## src/rtl/mul_issue_queue.sv

```systemverilog
// mul_issue_queue: operand FIFO and issue sequencer for a sequential
// shift-add multiplier. Operand pairs are queued, issued one job at a time
// with a single-cycle mul_run pulse, and each 64-bit product is returned in
// order through a one-entry result register on a valid/ready port.
// Optional build macro: MUL_SIGNED_EN (two's-complement operands; magnitudes
// are issued and the product sign is restored on capture).
module mul_issue_queue #(
    parameter int DEPTH = 4
) (
    input  logic                     clk,
    input  logic                     rst,
    input  logic                     in_valid,
    output logic                     in_ready,
    input  logic [31:0]              in_mcand,
    input  logic [31:0]              in_mplier,
    output logic                     res_valid,
    input  logic                     res_ready,
    output logic [63:0]              res_product,
    output logic [$clog2(DEPTH):0]   fifo_count,
    output logic                     mul_run,
    output logic [31:0]              mul_mcand,
    output logic [31:0]              mul_mplier,
    input  logic                     mul_ready,
    input  logic [63:0]              mul_product
);

    localparam int AW = $clog2(DEPTH);
    localparam int CW = AW + 1;

    typedef enum logic [1:0] {
        S_IDLE,
        S_START,
        S_BUSY,
        S_CAPTURE
    } state_t;

    // Storage and FIFO bookkeeping
    logic [63:0]   r_mem [DEPTH];
    logic [AW-1:0] r_wptr;
    logic [AW-1:0] r_rptr;
    logic [CW-1:0] r_count;
    logic          r_in_ready;

    // Sequencer and output registers
    state_t        r_state;
    logic          r_guard;
    logic          r_mul_run;
    logic [31:0]   r_mcand;
    logic [31:0]   r_mplier;
    logic          r_res_valid;
    logic [63:0]   r_res_product;

    logic          w_push;
    logic          w_pop;
    logic          w_drain;
    logic [CW-1:0] w_count_nxt;
    logic [63:0]   w_head;
    logic [31:0]   w_head_mcand;
    logic [31:0]   w_head_mplier;
    logic [31:0]   w_op_mcand;
    logic [31:0]   w_op_mplier;
    logic [63:0]   w_cap_product;

    assign w_push        = in_valid && r_in_ready;
    assign w_pop         = (r_state == S_IDLE) && (r_count != '0) && mul_ready;
    assign w_drain       = r_res_valid && res_ready;
    assign w_count_nxt   = r_count + CW'(w_push) - CW'(w_pop);
    assign w_head        = r_mem[r_rptr];
    assign w_head_mcand  = w_head[63:32];
    assign w_head_mplier = w_head[31:0];

`ifdef MUL_SIGNED_EN
    logic r_neg;
    logic w_neg;

    // Magnitudes go to the unsigned multiplier; the sign is reapplied on capture.
    assign w_op_mcand    = w_head_mcand[31]  ? -w_head_mcand  : w_head_mcand;
    assign w_op_mplier   = w_head_mplier[31] ? -w_head_mplier : w_head_mplier;
    assign w_neg         = w_head_mcand[31] ^ w_head_mplier[31];
    assign w_cap_product = r_neg ? -mul_product : mul_product;
`else
    assign w_op_mcand    = w_head_mcand;
    assign w_op_mplier   = w_head_mplier;
    assign w_cap_product = mul_product;
`endif

    // FIFO payload write; contents need no reset since count gates every read
    always_ff @(posedge clk) begin
        if (w_push) begin
            r_mem[r_wptr] <= {in_mcand, in_mplier};
        end
    end

    // FIFO pointers, occupancy and registered in_ready (held low through reset)
    always_ff @(posedge clk) begin
        if (!rst) begin
            r_wptr     <= '0;
            r_rptr     <= '0;
            r_count    <= '0;
            r_in_ready <= 1'b0;
        end else begin
            if (w_push) begin
                r_wptr <= r_wptr + AW'(1);
            end
            if (w_pop) begin
                r_rptr <= r_rptr + AW'(1);
            end
            r_count    <= w_count_nxt;
            r_in_ready <= (w_count_nxt < CW'(DEPTH));
        end
    end

    // Issue FSM with registered multiplier controls and the result register
    always_ff @(posedge clk) begin
        if (!rst) begin
            r_state       <= S_IDLE;
            r_guard       <= 1'b0;
            r_mul_run     <= 1'b0;
            r_mcand       <= '0;
            r_mplier      <= '0;
            r_res_valid   <= 1'b0;
            r_res_product <= '0;
`ifdef MUL_SIGNED_EN
            r_neg         <= 1'b0;
`endif
        end else begin
            r_mul_run <= 1'b0;
            // A capture below overrides this clear, so drain+capture keeps valid high.
            if (w_drain) begin
                r_res_valid <= 1'b0;
            end
            case (r_state)
                S_IDLE: begin
                    if (w_pop) begin
                        r_mcand   <= w_op_mcand;
                        r_mplier  <= w_op_mplier;
`ifdef MUL_SIGNED_EN
                        r_neg     <= w_neg;
`endif
                        r_mul_run <= 1'b1;
                        r_state   <= S_START;
                    end
                end
                S_START: begin
                    r_guard <= 1'b1;
                    r_state <= S_BUSY;
                end
                S_BUSY: begin
                    // First BUSY cycle may still see the multiplier's stale ready.
                    if (r_guard) begin
                        r_guard <= 1'b0;
                    end else if (mul_ready) begin
                        r_state <= S_CAPTURE;
                    end
                end
                S_CAPTURE: begin
                    if (!r_res_valid || res_ready) begin
                        r_res_product <= w_cap_product;
                        r_res_valid   <= 1'b1;
                        r_state       <= S_IDLE;
                    end
                end
                default: begin
                    r_state <= S_IDLE;
                end
            endcase
        end
    end

    assign in_ready    = r_in_ready;
    assign res_valid   = r_res_valid;
    assign res_product = r_res_product;
    assign fifo_count  = r_count;
    assign mul_run     = r_mul_run;
    assign mul_mcand   = r_mcand;
    assign mul_mplier  = r_mplier;

endmodule

```

## config.mk

```make
export PLATFORM = sky130hd
export DESIGN_NAME = mul_issue_queue
export DESIGN_NICKNAME = d
export VERILOG_FILES = /design/src/rtl/mul_issue_queue.sv
export SDC_FILE = /design/constraint.sdc
export NUM_CORES = 1
export LEC_CHECK = 0
export ABC_AREA = 1
export CAP_MARGIN = 20
export CELL_PAD_IN_SITES_DETAIL_PLACEMENT = 1
export CELL_PAD_IN_SITES_GLOBAL_PLACEMENT = 1
export CORE_MARGIN = 2
export CORE_UTILIZATION = 37
export DETAILED_ROUTE_END_ITERATION = 16
export PLACE_DENSITY_LB_ADDON = 0.1
export SLEW_MARGIN = 20
export SYNTH_ARGS = -nofsm -noshare
export SYNTH_HDL_FRONTEND = slang
export SYNTH_SLANG_ARGS = --single-unit
```

## constraint.sdc

```tcl
create_clock -name clk -period 3.44 [get_ports clk]
set_input_delay 0.344 -clock clk [delete_from_list [all_inputs] [get_ports clk]]
set_output_delay 0.344 -clock clk [all_outputs]
set_load 0.1 [all_outputs]
```

Word-level counts from Yosys, hierarchy flattened. Memory sizes are Yosys's and may differ from the RTL's. A register that Yosys moved wholly into a read port is not among the register bits. Index checks and enable logic that the tools add are counted.

Register bits: 77. Output and inout bits: 134. Memory bits (writable): 256. Memories kept: 1. Word-level logic and storage cells: 48.

Memories: r_mem (depth 4, bits a word 64, rd ports 1, clocked after Yosys merged registers in 1, wr ports 1, RTL line 38) `logic [63:0] r_mem [DEPTH];`.

Equal/unequal tests: 7. Mux-type cells: 12. $lt $le $gt $ge: 1. Reductions and logical operators: 14. $add $sub $neg: 4.

Operators by type and width (count): $mux 2 (4); $ne 2x2->1 const B (4); $pmux 2 s4 (1); $mux 1 (6); $reduce_and 2->1 (3); $add 2x1->2 const B (2); $eq 2x2->1 const B (2); $logic_and 1x1->1 (4); $reduce_and 4->1 (1); $add 3x1->3 (1); $lt 3x3->1 const B (1); $reduce_bool 3->1 (1); $sub 3x1->3 (1); $eq 2x1->1 const B (1); $logic_not 1->1 (2); $logic_not 2->1 (1); $pmux 1 s2 (1); $reduce_bool 2->1 (1); $logic_or 1x1->1 (1).

Depth between registers and ports, before layout.
Word-level depth: 5. Mapped depth: 14.

Worst setup path before layout. OpenSTA, ideal clock, no wires.

Path type: register to register. From: register r_in_ready, in the netlist in_ready. To: memory r_mem[0][0], enable pin. Arrival: 4.052 ns. Required time: 2.953 ns. Library setup time: 0.487 ns. Cell stages (with the launch flop): 3. Path slack: -1.098 ns. Cell sequence: dfxtp_1 nand2_1 nor2_1.

Longest elaborated chain between the ends: 3.

RTL lines: start: declaration (RTL line 42) `logic r_in_ready;`; start signal: assignment (RTL line 109) `r_in_ready <= (w_count_nxt < CW'(DEPTH));`; $logic_and 1x1->1 (RTL line 64) `assign w_push = in_valid && r_in_ready;`; $mux 1 (RTL line 89) `if (w_push) begin`; $mux 1 (not written as such) (RTL line 90) `r_mem[r_wptr] <= {in_mcand, in_mplier};`; end: declaration (RTL line 38).

No other way between the ends.

Final worst setup path.
From: register r_count[1], in the netlist fifo_count[1]. To: output port fifo_count[1].

RTL lines: start: declaration (RTL line 41) `logic [CW-1:0] r_count;`; start signal: assignment (RTL line 108) `r_count <= w_count_nxt;`; end: declaration (RTL line 19) `output logic [$clog2(DEPTH):0] fifo_count,`.

No word-level cell between the ends.

==> metrics.md <==
| Metric | Value |
|---|---|
| Ys async rst share | `0%` |
| Full die area | `41650 µm²` |
| Largest net degree at the start of global routing | `84` |
| Worst-path cell chain | `clkdlybuf4s50_1` |
| Placement Rows | `73` |
| Io pins | `between 200 and 300` |
| CTS tree | `built` |
| Final routed DRC violation total | `0` |
| GRT overflow | `0` |
| Diode count | `0` |
| Number of synthesized flops with an enable pin | `256` |
| First-pass GRT wire length | `62220 µm` |
| Hold Path Origin | `rst` |
| Worst-path cell with the longest stage delay | `clkdlybuf4s50_1` |
| CTS-repair resized insts | `0` |
| Fill cells | `~4.3k` |
| Clock period minus worst slack | `approximately 2500 ps` |
| Mean Syn Cell Area | `between 10 and 15 µm²` |
| Initial core utilization | `37.37%` |
| RSZ-0062 raised after global routing | `false` |
| Wirelength, routed | `39720 µm` |
| Power Total | `16300 µW` |
| Most common cell in the synthesized netlist | `nor2_1` |
| Clock tree buffer depth | `3` |
| GRT Resource Usage Total | `between 15 and 20%` |
| Max cap viols | `0` |
| Initial antenna violation count | `6` |
| Synth Warn # | `0` |
| Syn Inst Count | `1395` |
| CP bufs+invs | `1` |
| Final Hold Viols | `0` |
| Hold WC Path Type | `input pin to flop` |
| DR iter-0 viols | `494` |
| Slew at the pin closest to its max-slew limit | `between 1000 and 1500 ps` |
| Worst hold stages | `3` |
| Worst-path clk slew | `~60 ps` |
| Die height | `between 200 and 250 µm` |
| Period utilization | `73.00%` |
| Detailed placer's ending HPWL | `23040 µm` |
| Number of global-route vias before repair | `about 11k` |
| CTS Buf Count | `42` |
| Crit. End Element | `primary output` |
| FF+latch area | `10520 µm²` |
| PortBufs | `around 270` |
| Post-CTS Setup Bufs | `0` |
| Post-synthesis sequential element count | `approximately 400` |
| Syn_nets | `roughly 1.5k` |
| Worst slew margin | `28.03%` |
| Top delay family on crit path | `buffers and inverters` |
| Max incr delay on CP | `1210 ps` |
| Power per Cell Area | `around 850 nW/µm²` |
| H-tree lvl count | `2` |
| Worst R2R Setup Slack | `1230 ps` |
| Clk sinks | `approximately 400` |
| Top cells by area, synth | `edfxtp_1, dfxtp_1, nor2_1` |
| Setup CP Type | `flop to primary output` |
| Worst R2R Path Depth | `12` |
| Netlist Area Pre-Place | `14810 µm²` |
| FF-to-FF End | `fifo_count[2]` |
| Data arrival, critical path | `approximately 2200 ps` |
| Share of the synthesized area in the top cell type | `about half` |
| Synth cell types | `22` |
| Die X | `between 200 and 250 µm` |
| Clk root buf | `clkbuf_16` |
| Layout cell share with drive strength beyond 1 | `5.090%` |
| Worst Path Required | `slightly above 3000 ps` |
| CTS Hold Buffers Added | `0` |
| Min-Delay Endpoint | `fifo_count[1]` |
| Vias per cell | `4.839` |
| P&R area growth vs syn | `29.81%` |
| Clock skew | `9.671 ps` |
| Crit path launch type | `flop` |
| Clk_lat worst skew | `560 ps` |
| Drt wl/cell | `18.10 µm` |
| Maximum VDD drop | `roughly 0.45 mV` |
| Worst hold slack | `303.4 ps` |
| Pleak | `0.006869 µW` |
| Fmax | `0.3982 GHz` |
| Routed Antenna Nets | `0` |
| Multi-input logic area | `3836 µm²` |
| Via count | `about 11k` |
| Core area | `39640 µm²` |
| Top_reg_cell synth | `edfxtp_1` |
| Sequential area share after synthesis | `70.95%` |
| Ranking of synthesized cells by instance count | `nor2_1, edfxtp_1, o21ai_0` |
| Final #Nets | `1781` |
| Reg2reg start | `r_state[0]` |
| Pins Over Slew Limit | `0` |
| Critical Path Stages | `1` |
| Router iterations before antenna repair | `6` |
| Cell accounting for the most synthesized area | `edfxtp_1` |
| Status | `finished, final reports clean` |
| Final setup viols | `0` |
| CP max FO | `4` |
| GP Congestion | `0.7193` |
-- flip-flops by register name, indices dropped and copies added (netlist names) --
register and flops:
r_guard 1, res_product 64, r_rptr 2, res_valid 1, mul_mcand 32, fifo_count 3
r_wptr 2, mul_run 1, in_ready 1, r_state 2, r_mem 256, mul_mplier 32
-- where the power goes --
group          internal, µW  switching (µW)  total [µW]
clock                  2430            1830        4250
sequential             5730             314        6040
combinational          1420            4580        6010
total                  9580            6720       16300
-- area by class of cell --
cell class / instances / share of cell area [%]
Sequential cell: 397 / 54.69
Clock buffer: 68 / 6.344
Inverter: 24 / 0.4880
Clock inverter: 9 / 0.2603
Timing Repair Buffer: 282 / 14.85
Tap cell: 525 / 3.416
Multi-Input combinational cell: 890 / 19.95
-- cell usage in the layout, fill, tap and decap left out --
cell | netlist | routed
fa_1 | 1 | 1
buf_12 | 0 | 6
nand2_1 | 78 | 77
inv_2 | 4 | 2
dfxtp_1 | 141 | 139
ha_1 | 10 | 10
clkbuf_8 | 0 | 5
o21ai_1 | 27 | 27
buf_4 | 15 | 11
nand2_2 | 1 | 1
clkbuf_16 | 0 | 43
clkinv_2 | 0 | 7
o21ai_0 | 234 | 234
nand3_1 | 2 | 2
and2_1 | 1 | 1
clkinvlp_4 | 0 | 1
edfxtp_1 | 256 | 256
nand2_4 | 0 | 1
inv_4 | 0 | 1
xor2_1 | 1 | 1
inv_6 | 0 | 1
inv_1 | 20 | 20
xnor2_1 | 1 | 1
a21oi_1 | 8 | 8
clkinv_1 | 0 | 1
clkbuf_1 | 38 | 20
nor2_1 | 526 | 522
clkdlybuf4s50_1 | 0 | 265
dfxtp_4 | 0 | 2
nor2_4 | 0 | 4
-- worst max-delay path by stage --
| stage | endpoint | start | slack (ps) |
|---|---|---|---|
| after detailed placement | fifo_count[2] | in_valid | 840 |
| after floorplan | r_mem[0][0] | in_ready | -90 |
| after global routing | fifo_count[1] | fifo_count[1] | 880 |
| final | fifo_count[1] | fifo_count[1] | 930 |
| after CTS | fifo_count[1] | fifo_count[1] | 890 |
| after global placement | fifo_count[2] | in_valid | 880 |
-- through the flow --
| step | cell area (µm²) | cells | worst slack [ps] | TNS (ps) | util, % |
|---|---|---|---|---|---|
| 6_report | 19230 | 2195 | 928.9 | 0 | 48.51 |
| 5_1_grt | 19230 | 2195 | 878.9 | 0 | 48.51 |
| 4_1_cts | 19230 | 2195 | 888.0 | 0 | 48.51 |
| 3_5_place_dp | 17960 | 2118 | 842.7 | 0 | 45.31 |
| 3_3_place_gp | 17960 | 2118 | 883.3 | 0 | 45.31 |
| 2_1_floorplan | 14820 | 1395 | -93.27 | -23880 | - |
-- routing by layer --
metal  up-vias  wire length [µm]  global-route usage [%]
met2       240             18690                   33.04
met5         -                72                       0
li1       5146                 -                       -
met1      5156             17500                   23.93
met3        70              2504                   4.815
met4        10               955                   6.082
-- cell families after synthesis --
kind of cell	synth area share, %
buf+inv	3.412
compound gates	9.088
xor+xnor	0.1183
fa+ha+maj	0.9797
simple gates	15.46
flops	70.95
Note: power is estimated with default switching activity, not from simulation.
